**config.mk**
```make
export PLATFORM = sky130hd
export DESIGN_NAME = vga_rx_monitor
export DESIGN_NICKNAME = d
export VERILOG_FILES = /design/src/rtl/vga_pkg.sv /design/src/rtl/crc16_ccitt_byte.sv /design/src/rtl/vga_rx_monitor.sv
export SDC_FILE = /design/constraint.sdc
export NUM_CORES = 1
export LEC_CHECK = 0
export CELL_PAD_IN_SITES_DETAIL_PLACEMENT = 0
export CELL_PAD_IN_SITES_GLOBAL_PLACEMENT = 1
export CORE_MARGIN = 5
export CORE_UTILIZATION = 48
export DETAILED_ROUTE_END_ITERATION = 8
export DONT_BUFFER_PORTS = 1
export PLACE_DENSITY_LB_ADDON = 0.1
export SYNTH_ARGS = -nofsm -noshare
export SYNTH_HDL_FRONTEND = slang
export SYNTH_HIERARCHICAL = 1
export SYNTH_SLANG_ARGS = --single-unit
```
**constraint.sdc**
```tcl
create_clock -name clk -period 3.83 [get_ports clk]
set_input_delay 1.149 -clock clk [delete_from_list [all_inputs] [get_ports clk]]
set_output_delay 1.149 -clock clk [all_outputs]
set_load 0.01 [all_outputs]
```
**src/rtl/vga_pkg.sv**
```systemverilog
// vga_pkg: lock-state type, CRC-16-CCITT constants and default 640x480@60 timing
// shared by the VGA receive monitor and its CRC helper.
package vga_pkg;
    typedef enum logic [1:0] {SEARCH, CHECK, LOCKED} lock_state_e;
    localparam logic [15:0] CRC_POLY = 16'h1021;
    localparam logic [15:0] CRC_INIT = 16'hFFFF;
    localparam int VGA_H_TOTAL  = 800;
    localparam int VGA_H_SYNC   = 96;
    localparam int VGA_H_START  = 144;
    localparam int VGA_H_ACTIVE = 640;
    localparam int VGA_V_TOTAL  = 525;
    localparam int VGA_V_START  = 35;
    localparam int VGA_V_ACTIVE = 480;
endpackage

```
**src/rtl/crc16_ccitt_byte.sv**
```systemverilog
// crc16_ccitt_byte: combinational next CRC-16-CCITT after one byte, MSB first,
// no reflection.
module crc16_ccitt_byte
    import vga_pkg::*;
(
    input  logic [15:0] crc_i,
    input  logic [7:0]  byte_i,
    output logic [15:0] crc_o
);
    logic [15:0] c;
    always_comb begin
        c = crc_i ^ {byte_i, 8'h00};
        for (int i = 0; i < 8; i++)
            c = c[15] ? ({c[14:0], 1'b0} ^ CRC_POLY) : {c[14:0], 1'b0};
        crc_o = c;
    end
endmodule

```
**src/rtl/vga_rx_monitor.sv**
```systemverilog
// vga_rx_monitor: measures incoming VGA sync timing, locks onto a stable raster,
// emits active-pixel coordinates and a per-frame CRC of the pixel stream.
module vga_rx_monitor
    import vga_pkg::*;
#(
    parameter int H_TOTAL  = VGA_H_TOTAL,
    parameter int H_SYNC   = VGA_H_SYNC,
    parameter int H_START  = VGA_H_START,
    parameter int H_ACTIVE = VGA_H_ACTIVE,
    parameter int V_TOTAL  = VGA_V_TOTAL,
    parameter int V_START  = VGA_V_START,
    parameter int V_ACTIVE = VGA_V_ACTIVE
)(
    input  logic        clk,
    input  logic        rst_n,
    input  logic        hsync_in,
    input  logic        vsync_in,
    input  logic [5:0]  rgb_in,
    input  logic        err_clr,
    output logic        locked,
    output logic        pixel_valid,
    output logic [9:0]  x,
    output logic [9:0]  y,
    output logic [5:0]  pixel,
    output logic [9:0]  line_len,
    output logic [9:0]  lines_per_frame,
    output logic [15:0] frame_crc,
    output logic        crc_valid,
    output logic [2:0]  err
);
    localparam logic [9:0] HT  = 10'(H_TOTAL);
    localparam logic [9:0] HS  = 10'(H_SYNC);
    localparam logic [9:0] VT  = 10'(V_TOTAL);
    localparam logic [9:0] HX0 = 10'(H_START);
    localparam logic [9:0] HX1 = 10'(H_START + H_ACTIVE);
    localparam logic [9:0] VY0 = 10'(V_START);
    localparam logic [9:0] VY1 = 10'(V_START + V_ACTIVE);

    lock_state_e state_q, state_d;
    logic        hs_q, hs_p_q, vs_q, vs_p_q, clr_q, skip_q, skip_d;
    logic [5:0]  rgb_q, pix_q;
    logic [9:0]  hcnt_q, hcnt_d, hcnt_inc, vline_q, vline_d, line_len_q, line_len_d, lpf_q, lpf_d;
    logic [9:0]  x_q, x_d, y_q, y_d;
    logic        pv_q, pv_d, strobe, crc_valid_q;
    logic [15:0] crc_q, crc_d, crc_nx, frame_crc_q, frame_crc_d;
    logic [2:0]  err_q, err_d, mm;
    logic        hs_fall, hs_rise, vs_fall;

    assign hs_fall  = hs_p_q & ~hs_q;
    assign hs_rise  = ~hs_p_q & hs_q;
    assign vs_fall  = vs_p_q & ~vs_q;
    assign hcnt_inc = &hcnt_q ? hcnt_q : hcnt_q + 10'd1;

    crc16_ccitt_byte u_crc (.crc_i(crc_q), .byte_i({2'b00, pix_q}), .crc_o(crc_nx));

    always_comb begin
        hcnt_d     = hs_fall ? 10'd0 : hcnt_inc;
        line_len_d = hs_fall ? hcnt_inc : line_len_q;
        vline_d    = vs_fall ? 10'd0 : hs_fall ? (&vline_q ? vline_q : vline_q + 10'd1) : vline_q;
        lpf_d      = vs_fall ? vline_q : lpf_q;
        // The first line measured after SEARCH may be a fragment, so it is not judged.
        mm = {vs_fall && vline_q != VT, hs_rise && hcnt_inc != HS, hs_fall && !skip_q && hcnt_inc != HT};
        skip_d  = (state_q == SEARCH) | (skip_q & ~hs_fall);
        state_d = state_q;
        unique case (state_q)
            SEARCH:  state_d = vs_fall ? CHECK : SEARCH;
            CHECK:   state_d = |mm ? SEARCH : vs_fall ? LOCKED : CHECK;
            LOCKED:  state_d = |mm ? SEARCH : LOCKED;
            default: state_d = SEARCH;
        endcase
        pv_d = state_q == LOCKED && hcnt_d >= HX0 && hcnt_d < HX1 && vline_d >= VY0 && vline_d < VY1;
        x_d  = pv_d ? hcnt_d - HX0 : 10'd0;
        y_d  = pv_d ? vline_d - VY0 : 10'd0;
        strobe      = vs_fall && state_q == LOCKED && state_d == LOCKED;
        crc_d       = (vs_fall || state_d != LOCKED) ? CRC_INIT : pv_q ? crc_nx : crc_q;
        frame_crc_d = strobe ? crc_q : frame_crc_q;
        err_d       = (err_q & {3{~clr_q}}) | (state_q != SEARCH ? mm : 3'b000);
    end

    always_ff @(posedge clk) begin
        if (!rst_n) begin
            {hs_q, hs_p_q, vs_q, vs_p_q} <= 4'b1111;
            {clr_q, pv_q, crc_valid_q}   <= 3'b000;
            skip_q      <= 1'b1;
            state_q     <= SEARCH;
            rgb_q       <= '0;
            pix_q       <= '0;
            hcnt_q      <= '0;
            vline_q     <= '0;
            line_len_q  <= '0;
            lpf_q       <= '0;
            x_q         <= '0;
            y_q         <= '0;
            crc_q       <= CRC_INIT;
            frame_crc_q <= '0;
            err_q       <= '0;
        end else begin
            {hs_q, hs_p_q, vs_q, vs_p_q} <= {hsync_in, hs_q, vsync_in, vs_q};
            clr_q       <= err_clr;
            rgb_q       <= rgb_in;
            pix_q       <= rgb_q;
            skip_q      <= skip_d;
            state_q     <= state_d;
            hcnt_q      <= hcnt_d;
            vline_q     <= vline_d;
            line_len_q  <= line_len_d;
            lpf_q       <= lpf_d;
            pv_q        <= pv_d;
            x_q         <= x_d;
            y_q         <= y_d;
            crc_q       <= crc_d;
            frame_crc_q <= frame_crc_d;
            crc_valid_q <= strobe;
            err_q       <= err_d;
        end
    end

    assign locked          = state_q == LOCKED;
    assign pixel_valid     = pv_q;
    assign x               = x_q;
    assign y               = y_q;
    assign pixel           = pix_q;
    assign line_len        = line_len_q;
    assign lines_per_frame = lpf_q;
    assign frame_crc       = frame_crc_q;
    assign crc_valid       = crc_valid_q;
    assign err             = err_q;
endmodule

```
# == Word-level counts from Yosys, hierarchy flattened ==
# Cells that the tools add are included.
# W data, S select, Z words.
# op_classes
addsub,4
n_lt_le_gt_ge,4
n_eq_ne,7
mux,19
n_bitwise,22
n_reduce_logical,19
# ops
operator,n
$mux W13,8
$mux W10,5
$not A3 Y3,8
$add A10 B1 Y10 const B,2
$lt A10 B10 Y1 const B,2
$ne A10 B10 Y1 const B,2
$reduce_and A10 Y1,2
$xor A16 B14 Y16,1
$ge A10 B6 Y1 const B,1
$ge A10 B8 Y1 const B,1
$logic_and A1 B1 Y1,10
$ne A10 B7 Y1 const B,1
$sub A10 B6 Y10 const B,1
$sub A10 B8 Y10 const B,1
$mux W2,3
$not A1 Y1,6
$pmux W2 S3,1
$and A1 B1 Y1,4
$eq A2 B2 Y1 const B,2
$and A3 B3 Y3,1
$mux W3,1
$or A3 B3 Y3,1
$reduce_or A3 Y1,1
$eq A2 B1 Y1 const B,1
other kinds (9),9
# word_totals
register_bits,117
input_bits,11
out_inout_bits,68
wordCells,95

# == Longest topological paths before layout ==
# Gate-level depths: netlist (run 1).
# logic_depth
word_depth,17
depth_mapped,13

# == Modules after synthesis ==
# Netlist (run 1), hierarchy kept.
# by_module_without_submodules
module,n_inst,cells_per_inst,area_per_inst_um2,seq_area_each_um2
vga_rx_monitor,1,542,4835.9,2342.2
crc16_ccitt_byte,1,25,380.4,0.0

# == Worst setup path before layout (run 1) ==
# Ideal clock, no wire load.
# synth_timing
path_kind,register -> register
from,register hcnt_q[2]
to,register frame_crc_q[10] (netlist: frame_crc[10])
t_arrival_ns,2.670
path_slack_ns,1.041
stages_incl_launch_ff,10
path_buffers,2
synth_period_minus_slack_ns,2.789
cell_sequence,dfxtp_1 nand3_2 nor3_1 mux2_4 o41ai_2 o32ai_1 or4b_1 buf_6 buf_6 mux2i_1
# synth_via
elab_chain_len,9
# synth_rtl
element,line,source
start: declaration,vga_rx_monitor.sv:42,"logic [9:0] hcnt_q, hcnt_d, hcnt_inc, vline_q, vline_d, line_len_q, line_len_d, lpf_q, lpf_d;"
start signal: assignment,vga_rx_monitor.sv:104,hcnt_q <= hcnt_d;
$add A10 B1 Y10 or $reduce_and A10 Y1 (tied branches),vga_rx_monitor.sv:52,assign hcnt_inc = &hcnt_q ? hcnt_q : hcnt_q + 10'd1;
$mux W10 (*),vga_rx_monitor.sv:52,
$ne A10 B10 Y1 or $ne A10 B7 Y1 (tied branches),vga_rx_monitor.sv:62,"mm = {vs_fall && vline_q != VT, hs_rise && hcnt_inc != HS, hs_fall && !skip_q && hcnt_inc != HT};"
$logic_and A1 B1 Y1,vga_rx_monitor.sv:62,
$reduce_or A3 Y1 (*),"vga_rx_monitor.sv:67, vga_rx_monitor.sv:68",
$mux W2 (on tied branches),"vga_rx_monitor.sv:67, vga_rx_monitor.sv:68",
$pmux W2 S3 (*),vga_rx_monitor.sv:65,unique case (state_q)
$eq A2 B2 Y1 (*),vga_rx_monitor.sv:74,strobe = vs_fall && state_q == LOCKED && state_d == LOCKED;
$logic_and A1 B1 Y1 (*),vga_rx_monitor.sv:74,
end signal: assignment,vga_rx_monitor.sv:112,frame_crc_q <= frame_crc_d;
end: declaration,vga_rx_monitor.sv:45,"logic [15:0] crc_q, crc_d, crc_nx, frame_crc_q, frame_crc_d;"
# Mark *: on every way between the ends. The rest lies on a longest branch, timed or not.
# A chain may end at the register's enable or synchronous reset.

# == Worst setup path in the final report (run 1) ==
# Same ends and word-level chain as after synthesis.

==> results.cfg, run 1 <==
[power_and_ir_drop]
internal-power_mw = 2.279
net-switching-power_mw = 0.6021
max-vdd-ir-drop_uv = 301.3
comb_power_share_pct = 3.7
totalPowerFinal_mw = 2.881
seq_power_share_pct = 43.4
clkPwrFrac_pct = 52.9
pwr_density_cell_nw_per_um2 = 489.2
p_leak_nw = 2.363
switching_share_of_power_pct = 20.90

[clock_network]
cts-hold-fix-buffers = 0
clk_transition_reported_paths_ns = 0.06
tritoncts_clock_tree = done
cts_post_setup_buffers_inserted = 0
cts_buffers = 17
number_of_h_tree_levels = 4
cts_root_buf = sky130_fd_sc_hd__clkbuf_8
clock_sink_count = 117
cts.path.max_buffers = 2
cts-resized-gates = 0
worstSkewPairLatency_ns = 0.51

[setup_path]
cp.required_ns = 4.19
r2r_setup_slack_ns = 0.50
crit_slowest_cell = sky130_fd_sc_hd__or4b_1
timing.critical_path.cells = nand3_2 > nor3_1 > mux2_4 > o41ai_2 > o32ai_1 > or4b_1 > mux2i_1
endpoint_kind = register
critical-path-max-stage-delay_ns = 0.93
critical_path_arrival_ns = 3.69
timing.critical_path.fanout_max = 17
timing.reg2reg.worst_path_depth = 7
worst_r2r_endpoint = frame_crc[10]
worst_setup_path_startpoint = hcnt_q[2]
criticalPathCategory = register to register
r2r_start = hcnt_q[2]
worstSetupStartpointType = register

[min_path]
hold_path.startpoint = rgb_q[4]
hold-path-cell-count = 1
min_path_type = register to register
hold-path-endpoint = pixel[4]

[final_layout]
final_core_utilization_pct = 54.81
layout.cells.most_common_list = sky130_fd_sc_hd__dfxtp_1 (117), sky130_fd_sc_hd__nand2_1 (98), sky130_fd_sc_hd__nor2_1 (44)
final_common_cell = sky130_fd_sc_hd__dfxtp_1
fin_area_sq_um = 5889
syn2layout_area_growth_pct = 12.90
number_of_nets_at_the_end_of_the_flow = 580
layout-drive-gt1-share_pct = 10.43
total_inserted_antenna_cells = 0
count_of_placed_standard_cells_in_the_final_layout_fillers_left_out = 715

[global_routing]
globalRouteOverflowTotal = 0
grt_pass1_wl_um = 19310
grt_util_all_layers_pct = 18.82
grt_start_max_net_pins = 59
initial_antenna_violation_count = 0
vias_in_the_first_global_route = 3767

[synth]
most_instantiated_flip_flop_cell_in_the_synthesis_netlist = sky130_fd_sc_hd__dfxtp_1
synth_mux_area_share_pct = 7.820
synth_top_family_by_area = simple AND/OR/NAND/NOR gates
synth_compound_area_share_pct = 10.05
post_synthesis_simple_gate_area_fraction_pct = 21.61
ys_seq_area_share_pct = 44.90
ys_async_sr_fraction_pct = 0
synth_enable_flop_cells = 0
synth.cell_area_sq_um = 5216
synthesis.area_per_instance_sq_um = 9.200
synth_fa_ha_area_share_pct = 1.439
synth-warning-count = 6
postSynthRegisterBits = 117
synth.distinct_cells = 61
postSynthCellCount = 567
synth-xor-area-share_pct = 10.07

[placement]
dp_hpwl_um = 8203
placed_cell_area_sq_um = 5319
finalWeightedCongestion = 0.8876
placement.io_buffers = 0
preCtsSetupSlack_ns = 0.5521
placed_cells_incl_taps = 684

[sta]
post-route-period-util_pct = 86.95
finClkSkew_ns = 0.01160
rsz_0062_raised_after_global_routing = no
timing.max_slew.rel_slack_pct = 29.73
maxSlewViolCount = 0
fin_hold_ws_ns = 0.4315
max_slew.worst_pin.slew_ns = 1.053
tns_ns = 0
hold_viol_final = 0
finalWorstSetupSlack_ns = 0.4999
finalSetupViolations = 0
max_freq_mhz = 300.3
fin_crit_ns = 3.330

[run]
max_cap_viol_count = 0

[floorplan]
top_level_ports = 79
floorplan.die_area_sq_um = 13050
die_span_in_x_um = 114.2
fp.dieH_um = 114.2
core.rowCount = 38
fp.coreArea_sq_um = 10750
floorplan.initialDensity_pct = 48.54

[detailed_routing]
detail_route.wl_per_cell_um = 16.33
detailroute.wirelength.met3_um = 719
first_pass_iters = 4
drcViolationCount = 0
routed.top_layer = met4
drt-total-wl_um = 11670
routedLengthMet1_um = 5432
drt-initial-drc-count = 238
drtAntennaViolNets = 0
vias_per_cell = 5.406
dr_wl_met2_um = 5352
dr_total_vias = 3865

[status]
outcome = complete, no violations
## cell usage after synthesis (all sizes together), types with 3 or more instances
master  count  area, sq um
dfxtp     117         2342
nand2      98        367.9
nor2       44        165.2
mux2i      37        370.4
nor3       26        130.1
a21oi      25        128.9
clkbuf     22        82.58
xnor2      22        222.7
and2       19        118.9
buf        14        86.33
inv        11        41.29
nand2b     11        68.82
nand3      11        60.06
o21ai      11        55.05
xor2       10        87.58
a211oi      8        65.06
and3        6        37.54
ha          6        75.07
a31oi       5        31.28
and4        5        46.29
xnor3       5        112.6
nor2b       4        25.02
o211ai      4        30.03
xor3        4        102.6
a211o       3        26.28
a41oi       3        26.28
mux2        3        37.53
nor3b       3        22.52
or2         3        18.77
## cells by family (layout without fill, tap and decap cells)
group,after synthesis,in the layout
and+or+nand+nor,239,239
DFF,117,117
AOI/OAI and AO/OA,76,76
buffers and inverters,47,53
xor gates and xnor gates,41,41
muxes,40,40
adders and majority gates,6,6
other,1,3
## state kept, by name, summed over array words and instances, names as in the netlist, 2 cells and up
name,cells
frame_crc,16
state_q,2
pixel,6
vline_q,10
err,3
hcnt_q,10
lines_per_frame,10
crc_q,16
line_len,10
x,10
y,10
rgb_q,6
## worst max-delay path by stage
stage | to | slack, ns | depth (start not counted)
after floorplan | frame_crc[10] | 1.04 | 9
after global placement | y[0] | 0.55 | 11
after global routing | frame_crc[0] | 0.28 | 8
final | frame_crc[10] | 0.50 | 7
after detailed placement | frame_crc[7] | 0.55 | 7
after CTS | frame_crc[7] | 0.53 | 7
## worst max-delay path: cells and delay by family (launching register included)
| kind | cells | cell delay [ns] |
|---|---|---|
| simple gates | 3 | 1.50 |
| compound gates | 2 | 0.61 |
| mux | 2 | 0.62 |
| flops | 1 | 0.42 |
## power by group through the flow
stage	Combinational [mW]	Sequential (mW)	Clock, mW
6_report	0.106	1.25	1.53
5_1_grt	0.119	1.25	1.63
4_1_cts	0.107	1.25	1.56
3_5_place_dp	0.106	1.28	0
3_3_place_gp	0.105	1.28	0
2_1_floorplan	0.0912	1.27	0
## metal layers
metal | vias to the layer above | global-route usage (%)
li1 | 1929 | -
met1 | 1833 | 24.48
met2 | 89 | 29.16
met3 | 14 | 6.237
met4 | 0 | 6.968
met5 | - | 0
## layout make-up
| class | count | area [sq um] |
|---|---|---|
| Sequential cell | 117 | 2342 |
| Tap cell | 140 | 175.2 |
| Timing Repair Buffer | 11 | 82.58 |
| Fill cell | 1003 | 4856 |
| Clock inverter | 10 | 131.4 |
| Clock buffer | 21 | 439.2 |
| Inverter | 11 | 41.29 |
| Multi-Input combinational cell | 405 | 2678 |
Note: power is estimated with default switching activity, not from simulation.
==> run 2, diff against run 1 <==
--- a/config.mk
+++ b/config.mk
@@ -5,10 +5,11 @@
 export SDC_FILE = /design/constraint.sdc
 export NUM_CORES = 1
 export LEC_CHECK = 0
+export ABC_AREA = 1
 export CELL_PAD_IN_SITES_DETAIL_PLACEMENT = 0
 export CELL_PAD_IN_SITES_GLOBAL_PLACEMENT = 1
 export CORE_MARGIN = 5
-export CORE_UTILIZATION = 48
+export CORE_UTILIZATION = 46
 export DETAILED_ROUTE_END_ITERATION = 8
 export DONT_BUFFER_PORTS = 1
 export PLACE_DENSITY_LB_ADDON = 0.1
==> run 2 against run 1 <==
Die area is 12% higher; sequential share of layout area decreased by 3.1 points; non-clock buffer count is 5 lower; total power is 2.9% higher; cell area increased by 8.3%.
==> results.cfg, run 2 <==
[status]
outcome = complete, no violations

[setup_path]
worst_setup_path_startpoint = hcnt_q[0]
endpoint_kind = register
criticalPathCategory = register to register
timing.critical_path.fanout_max = 21
critical_path_arrival_ns = 3.27
timing.reg2reg.worst_path_depth = 14
worstSetupStartpointType = register
cp.required_ns = 4.16
r2r_start = hcnt_q[0]

[final_layout]
layout.cells.most_common_list = sky130_fd_sc_hd__nand2_1 (205), sky130_fd_sc_hd__inv_1 (123), sky130_fd_sc_hd__dfxtp_1 (117)
number_of_nets_at_the_end_of_the_flow = 817
total_inserted_antenna_cells = 0
multi_input_area_sq_um = 2735
n_fill_cell = 1170
syn2layout_area_growth_pct = 12.54
seq_area_sq_um = 2342
final_common_cell = sky130_fd_sc_hd__nand2_1
fin_area_sq_um = 6380
count_of_placed_standard_cells_in_the_final_layout_fillers_left_out = 980
layout-drive-gt1-share_pct = 13.18

[power_and_ir_drop]
p_leak_nw = 3.223
max-vdd-ir-drop_uv = 273.5
totalPowerFinal_mw = 2.964
pwr_density_cell_nw_per_um2 = 464.6

[synth]
synth.distinct_cells = 37
post-synth-top-count-cell = sky130_fd_sc_hd__nand2_1
synth-warning-count = 6
synthesis.area_per_instance_sq_um = 7.131
ys_async_sr_fraction_pct = 0
postSynthCellCount = 795
synth_top_area_share_pct = 41.32
ys_seq_area_share_pct = 41.32
synth.largest_area_cell = sky130_fd_sc_hd__dfxtp_1
synth.cell_area_sq_um = 5669
synth.top_cells.by_area = sky130_fd_sc_hd__dfxtp_1 (41%), sky130_fd_sc_hd__nand2_1 (14%), sky130_fd_sc_hd__inv_1 (8.1%)
postSynthRegisterBits = 117
most_instantiated_flip_flop_cell_in_the_synthesis_netlist = sky130_fd_sc_hd__dfxtp_1
synth_common_cells = sky130_fd_sc_hd__nand2_1 (205), sky130_fd_sc_hd__inv_1 (123), sky130_fd_sc_hd__dfxtp_1 (117)
synth_enable_flop_cells = 0

[min_path]
min_path_type = register to register
hold_path.startpoint = rgb_q[1]
hold-path-cell-count = 2

[clock_network]
clk_transition_reported_paths_ns = 0.05
cts-hold-fix-buffers = 0
cts.path.max_buffers = 2
number_of_h_tree_levels = 4
cts_post_setup_buffers_inserted = 0
tritoncts_clock_tree = done
cts_root_buf = sky130_fd_sc_hd__clkbuf_16
worstSkewPairLatency_ns = 0.42
cts-resized-gates = 0
clock_sink_count = 117
cts_buffers = 17

[global_routing]
initial_antenna_violation_count = 0
grt_start_max_net_pins = 48
grt_pass1_wl_um = 21500
grt_util_all_layers_pct = 18.55
globalRouteOverflowTotal = 0
vias_in_the_first_global_route = 4352

[floorplan]
floorplan.die_area_sq_um = 14640
core.rowCount = 40
floorplan.initialDensity_pct = 47.00
fp.dieH_um = 121.0
fp.coreArea_sq_um = 12060
top_level_ports = 79
die_span_in_x_um = 121.0

[detailed_routing]
drt-total-wl_um = 12760
drtAntennaViolNets = 0
detail_route.wl_per_cell_um = 13.02
drt-initial-drc-count = 215
drcViolationCount = 0
first_pass_iters = 4
dr_total_vias = 4641
vias_per_cell = 4.736

[sta]
post-route-period-util_pct = 76.69
finClkSkew_ns = 0.005542
max_freq_mhz = 340.4
hold_viol_final = 0
finalSetupViolations = 0
fin_crit_ns = 2.937
maxSlewViolCount = 0
max_slew.worst_pin.slew_ns = 0.8393
tns_ns = 0
rsz_0062_raised_after_global_routing = no
fin_hold_ws_ns = 0.4091
timing.max_slew.rel_slack_pct = 43.86

[placement]
placement.io_buffers = 0
finalWeightedCongestion = 0.8651
dp_hpwl_um = 9188
placed_cells_incl_taps = 949
placed_cell_area_sq_um = 5813

[run]
max_cap_viol_count = 0
-- run 2: cell types whose count changed after synthesis, moves of 11 or more --
cell	previous run	this run
sky130_fd_sc_hd__and2_1	19	0
sky130_fd_sc_hd__inv_1	11	123
sky130_fd_sc_hd__mux2i_1	37	16
sky130_fd_sc_hd__nand2_1	98	205
sky130_fd_sc_hd__nand2_2	0	23
sky130_fd_sc_hd__nand2b_1	11	0
sky130_fd_sc_hd__nand3_1	10	49
sky130_fd_sc_hd__nand3_2	1	16
sky130_fd_sc_hd__nor2_1	44	100
sky130_fd_sc_hd__nor2_2	0	15
sky130_fd_sc_hd__nor3_1	26	3
sky130_fd_sc_hd__o21ai_0	9	23
sky130_fd_sc_hd__xnor2_1	18	4
-- run 2: final cells by class --
class / count / share of cell area, %
clock inverter: 3 / 0.6276
tap: 168 / 3.295
sequential: 117 / 36.71
multi-input combinational: 530 / 42.87
inverter: 128 / 7.531
timing repair buffer: 6 / 0.7060
clock buffer: 28 / 8.257
-- run 2: power by group --
group	leakage [nW]	switching, mW	internal, mW
registers	0.952	0.0309	1.25
clock network	0.280	0.513	0.988
logic	1.99	0.124	0.0585
-- run 2: metal layers --
layer | wire length, um | GRT usage [%]
met1 | 5738 | 21.87
met3 | 678 | 6.387
met5 | 0 | 0
met4 | 237 | 7.790
met2 | 6103 | 30.67
-- run 2: metrics by stage --
stage,utilization (%),setup slack [ns]
global route,52.89,0.5480
global placement,48.20,1.081
detailed placement,48.20,0.9113
finish,52.89,0.8926
CTS,52.89,0.8633
floorplan,-,1.563
-- run 2: cell families (layout without fill, tap and decap cells) --
group                    Yosys count  in the layout  share of synthesized area, %
other                              1              6                       0.06615
buffers and inverters            153            165                         10.77
flip-flops                       117            117                         41.32
adder cells (fa/ha/maj)            6              6                         1.324
AO/OA/AOI/OAI                     49             49                         4.855
XOR/XNOR                          14             14                         2.163
multiplexers                      16             16                         2.825
AND/OR/NAND/NOR                  439            439                         36.68
-- run 2: final timing paths --
check | endpoint | slack, ns
hold reg to reg | pixel[1] | 0.41
setup / recovery | x[4] | 0.89
hold / removal | pixel[1] | 0.41
setup reg to reg | x[4] | 0.89
-- run 2: worst max-delay path, cell delays in order (launching register included) --
cell and delay (ns):
sky130_fd_sc_hd__dfxtp_1 0.39, sky130_fd_sc_hd__ha_1 0.23, sky130_fd_sc_hd__inv_1 0.09, sky130_fd_sc_hd__nor2_4 0.17, sky130_fd_sc_hd__nand3_2 0.29, sky130_fd_sc_hd__nand3_1 0.23, sky130_fd_sc_hd__nand2_1 0.13, sky130_fd_sc_hd__ha_1 0.23
sky130_fd_sc_hd__nand2_1 0.11, sky130_fd_sc_hd__nand2_2 0.06, sky130_fd_sc_hd__nand2_2 0.06, sky130_fd_sc_hd__nor2_1 0.05, sky130_fd_sc_hd__a21oi_2 0.12, sky130_fd_sc_hd__nand3_2 0.43, sky130_fd_sc_hd__nor2_1 0.26
==> run 3, diff against run 2 <==
==> constraint.sdc (replaced) <==
create_clock -name clk -period 2.85 [get_ports clk]
set_input_delay 0.855 -clock clk [delete_from_list [all_inputs] [get_ports clk]]
set_output_delay 0.855 -clock clk [all_outputs]
set_load 0.01 [all_outputs]
==> run 3 against run 2 <==
First-iteration DRC count rose by 31%; register-to-register slack got worse by 0.62 ns; clock power rose by 43%; hold slack improved by 0.0037 ns; critical endpoint is now y[9]; largest power group unchanged; highest routed layer unchanged.
==> results.cfg, run 3 (synthesis gave the netlist of run 2 again) <==
[sta]
max_slew.worst_pin.slew_ns = 0.5979
finalSetupViolations = 0
max_freq_mhz = 388.4
maxSlewViolCount = 0
rsz_0062_raised_after_global_routing = no
finClkSkew_ns = 0.004292
timing.max_slew.rel_slack_pct = 60.05
fin_crit_ns = 2.575
post-route-period-util_pct = 90.35
tns_ns = 0
hold_viol_final = 0

[setup_path]
r2r_setup_slack_ns = 0.28
worstSetupStartpointType = register
worst_setup_path_startpoint = vline_q[0]
timing.reg2reg.worst_path_depth = 16
critical_path_arrival_ns = 2.88
endpoint_kind = register
criticalPathCategory = register to register
r2r_start = vline_q[0]
cp.required_ns = 3.15
worstSetupEndpoint = y[9]
timing.critical_path.fanout_max = 21
worst_r2r_endpoint = y[9]

[run]
max_cap_viol_count = 0

[floorplan]
fp.dieH_um = 121.0
top_level_ports = 79
floorplan.die_area_sq_um = 14640
core.rowCount = 40
die_span_in_x_um = 121.0
floorplan.initialDensity_pct = 47.00
fp.coreArea_sq_um = 12060

[clock_network]
cts.path.max_buffers = 2
cts_buffers = 17
cts_root_buf = sky130_fd_sc_hd__clkbuf_16
clk_transition_reported_paths_ns = 0.05
number_of_h_tree_levels = 4
tritoncts_clock_tree = done
worstSkewPairLatency_ns = 0.41
cts-hold-fix-buffers = 0
clock_sink_count = 117

[final_layout]
final_common_cell = sky130_fd_sc_hd__nand2_1
layout.cells.most_common_list = sky130_fd_sc_hd__nand2_1 (205), sky130_fd_sc_hd__inv_1 (123), sky130_fd_sc_hd__dfxtp_1 (117)
number_of_nets_at_the_end_of_the_flow = 821
syn2layout_area_growth_pct = 14.15
layout-drive-gt1-share_pct = 14.20

[detailed_routing]
drcViolationCount = 0
drt-initial-drc-count = 281
dr_total_vias = 4696
drtAntennaViolNets = 0
vias_per_cell = 4.763
first_pass_iters = 4
drt-total-wl_um = 12940
detail_route.wl_per_cell_um = 13.12

[global_routing]
vias_in_the_first_global_route = 4390
grt_pass1_wl_um = 21310
initial_antenna_violation_count = 1
grt_start_max_net_pins = 48
grt_util_all_layers_pct = 18.49
globalRouteOverflowTotal = 0

[power_and_ir_drop]
pwr_density_cell_nw_per_um2 = 636.8
totalPowerFinal_mw = 4.121
max-vdd-ir-drop_uv = 360.9
p_leak_nw = 3.268

[status]
outcome = complete, no violations

[placement]
finalWeightedCongestion = 0.8537
dp_hpwl_um = 9428
placement.io_buffers = 0

[min_path]
min_path_type = register to register
-- run 3: changes by cell type in the layout (fill, tap and decap cells not counted), moves of 2 or more --
cell	previous run	this run
sky130_fd_sc_hd__clkinv_2	2	6
sky130_fd_sc_hd__clkbuf_8	6	3
sky130_fd_sc_hd__clkbuf_1	5	2
sky130_fd_sc_hd__buf_4	6	9
sky130_fd_sc_hd__bufinv_16	1	3
-- run 3: how the worst min path moves through the flow --
stage,end,start,depth (start not counted)
finish,pixel[1],rgb_q[1],2
global route,pixel[1],rgb_q[1],2
CTS,pixel[1],rgb_q[1],2
detailed placement,pixel[0],rgb_q[0],2
global placement,pixel[0],rgb_q[0],2
floorplan,pixel[0],rgb_q[0],2
-- run 3: stage by stage --
step / setup WS, ns / utilization (%) / hold slack (ns) / instances / cell area (sq um)
final: 0.2751 / 53.65 / 0.4129 / 986 / 6471
after global routing: 0.002703 / 53.65 / 0.4298 / 986 / 6471
after CTS: 0.1963 / 53.54 / 0.4198 / 985 / 6457
after detailed placement: 0.2413 / 48.55 / 0.4068 / 953 / 5856
after global placement: 0.3594 / 48.55 / 0.3911 / 953 / 5856
after floorplan: 0.5827 / - / 0.3905 / 800 / 5688
-- run 3: power breakdown --
part,internal (mW),switching [mW],total (mW),leakage [nW]
Combinational,0.0800,0.168,0.248,2.02
Clock,1.43,0.721,2.15,0.299
Sequential,1.68,0.0419,1.72,0.952
Total,3.19,0.931,4.12,3.27
-- run 3: cell type report --
type                            count  area, sq um
Fill cell                        1177         5590
Multi-Input combinational cell    530         2746
Inverter                          128        480.5
Sequential cell                   117         2342
Timing Repair Buffer               10        87.58
Tap cell                          168        210.2
Clock buffer                       22        474.2
Clock inverter                     10        127.6
Antenna cell                        1        2.502
-- run 3: timing repair --
action	4_1_cts	5_1_grt
buffers inserted	0	0
setup endpoints to repair	0	26
resized for setup	0	2
-- run 3: metal layers --
| metal | global-route usage [%] | vias to the layer above | routed length (um) |
|---|---|---|---|
| li1 | - | 2467 | - |
| met1 | 21.11 | 2119 | 5575 |
| met2 | 32.55 | 95 | 6502 |
| met3 | 5.408 | 15 | 640 |
| met4 | 6.870 | 0 | 218 |
| met5 | 0 | - | 0 |
-- run 3: critical path: stages, from the launching register on --
cell,delay (ns)
sky130_fd_sc_hd__dfxtp_1,0.43
sky130_fd_sc_hd__ha_1,0.22
sky130_fd_sc_hd__inv_1,0.09
sky130_fd_sc_hd__nor2_4,0.16
sky130_fd_sc_hd__nand4_4,0.17
sky130_fd_sc_hd__nand2_1,0.14
sky130_fd_sc_hd__nand2_1,0.07
sky130_fd_sc_hd__inv_1,0.07
sky130_fd_sc_hd__nor2_1,0.08
sky130_fd_sc_hd__ha_1,0.20
sky130_fd_sc_hd__inv_1,0.07
sky130_fd_sc_hd__nand2_1,0.12
sky130_fd_sc_hd__o21ai_2,0.20
sky130_fd_sc_hd__nand3_1,0.11
sky130_fd_sc_hd__nand3_2,0.11
sky130_fd_sc_hd__buf_12,0.17
sky130_fd_sc_hd__nor2_1,0.06
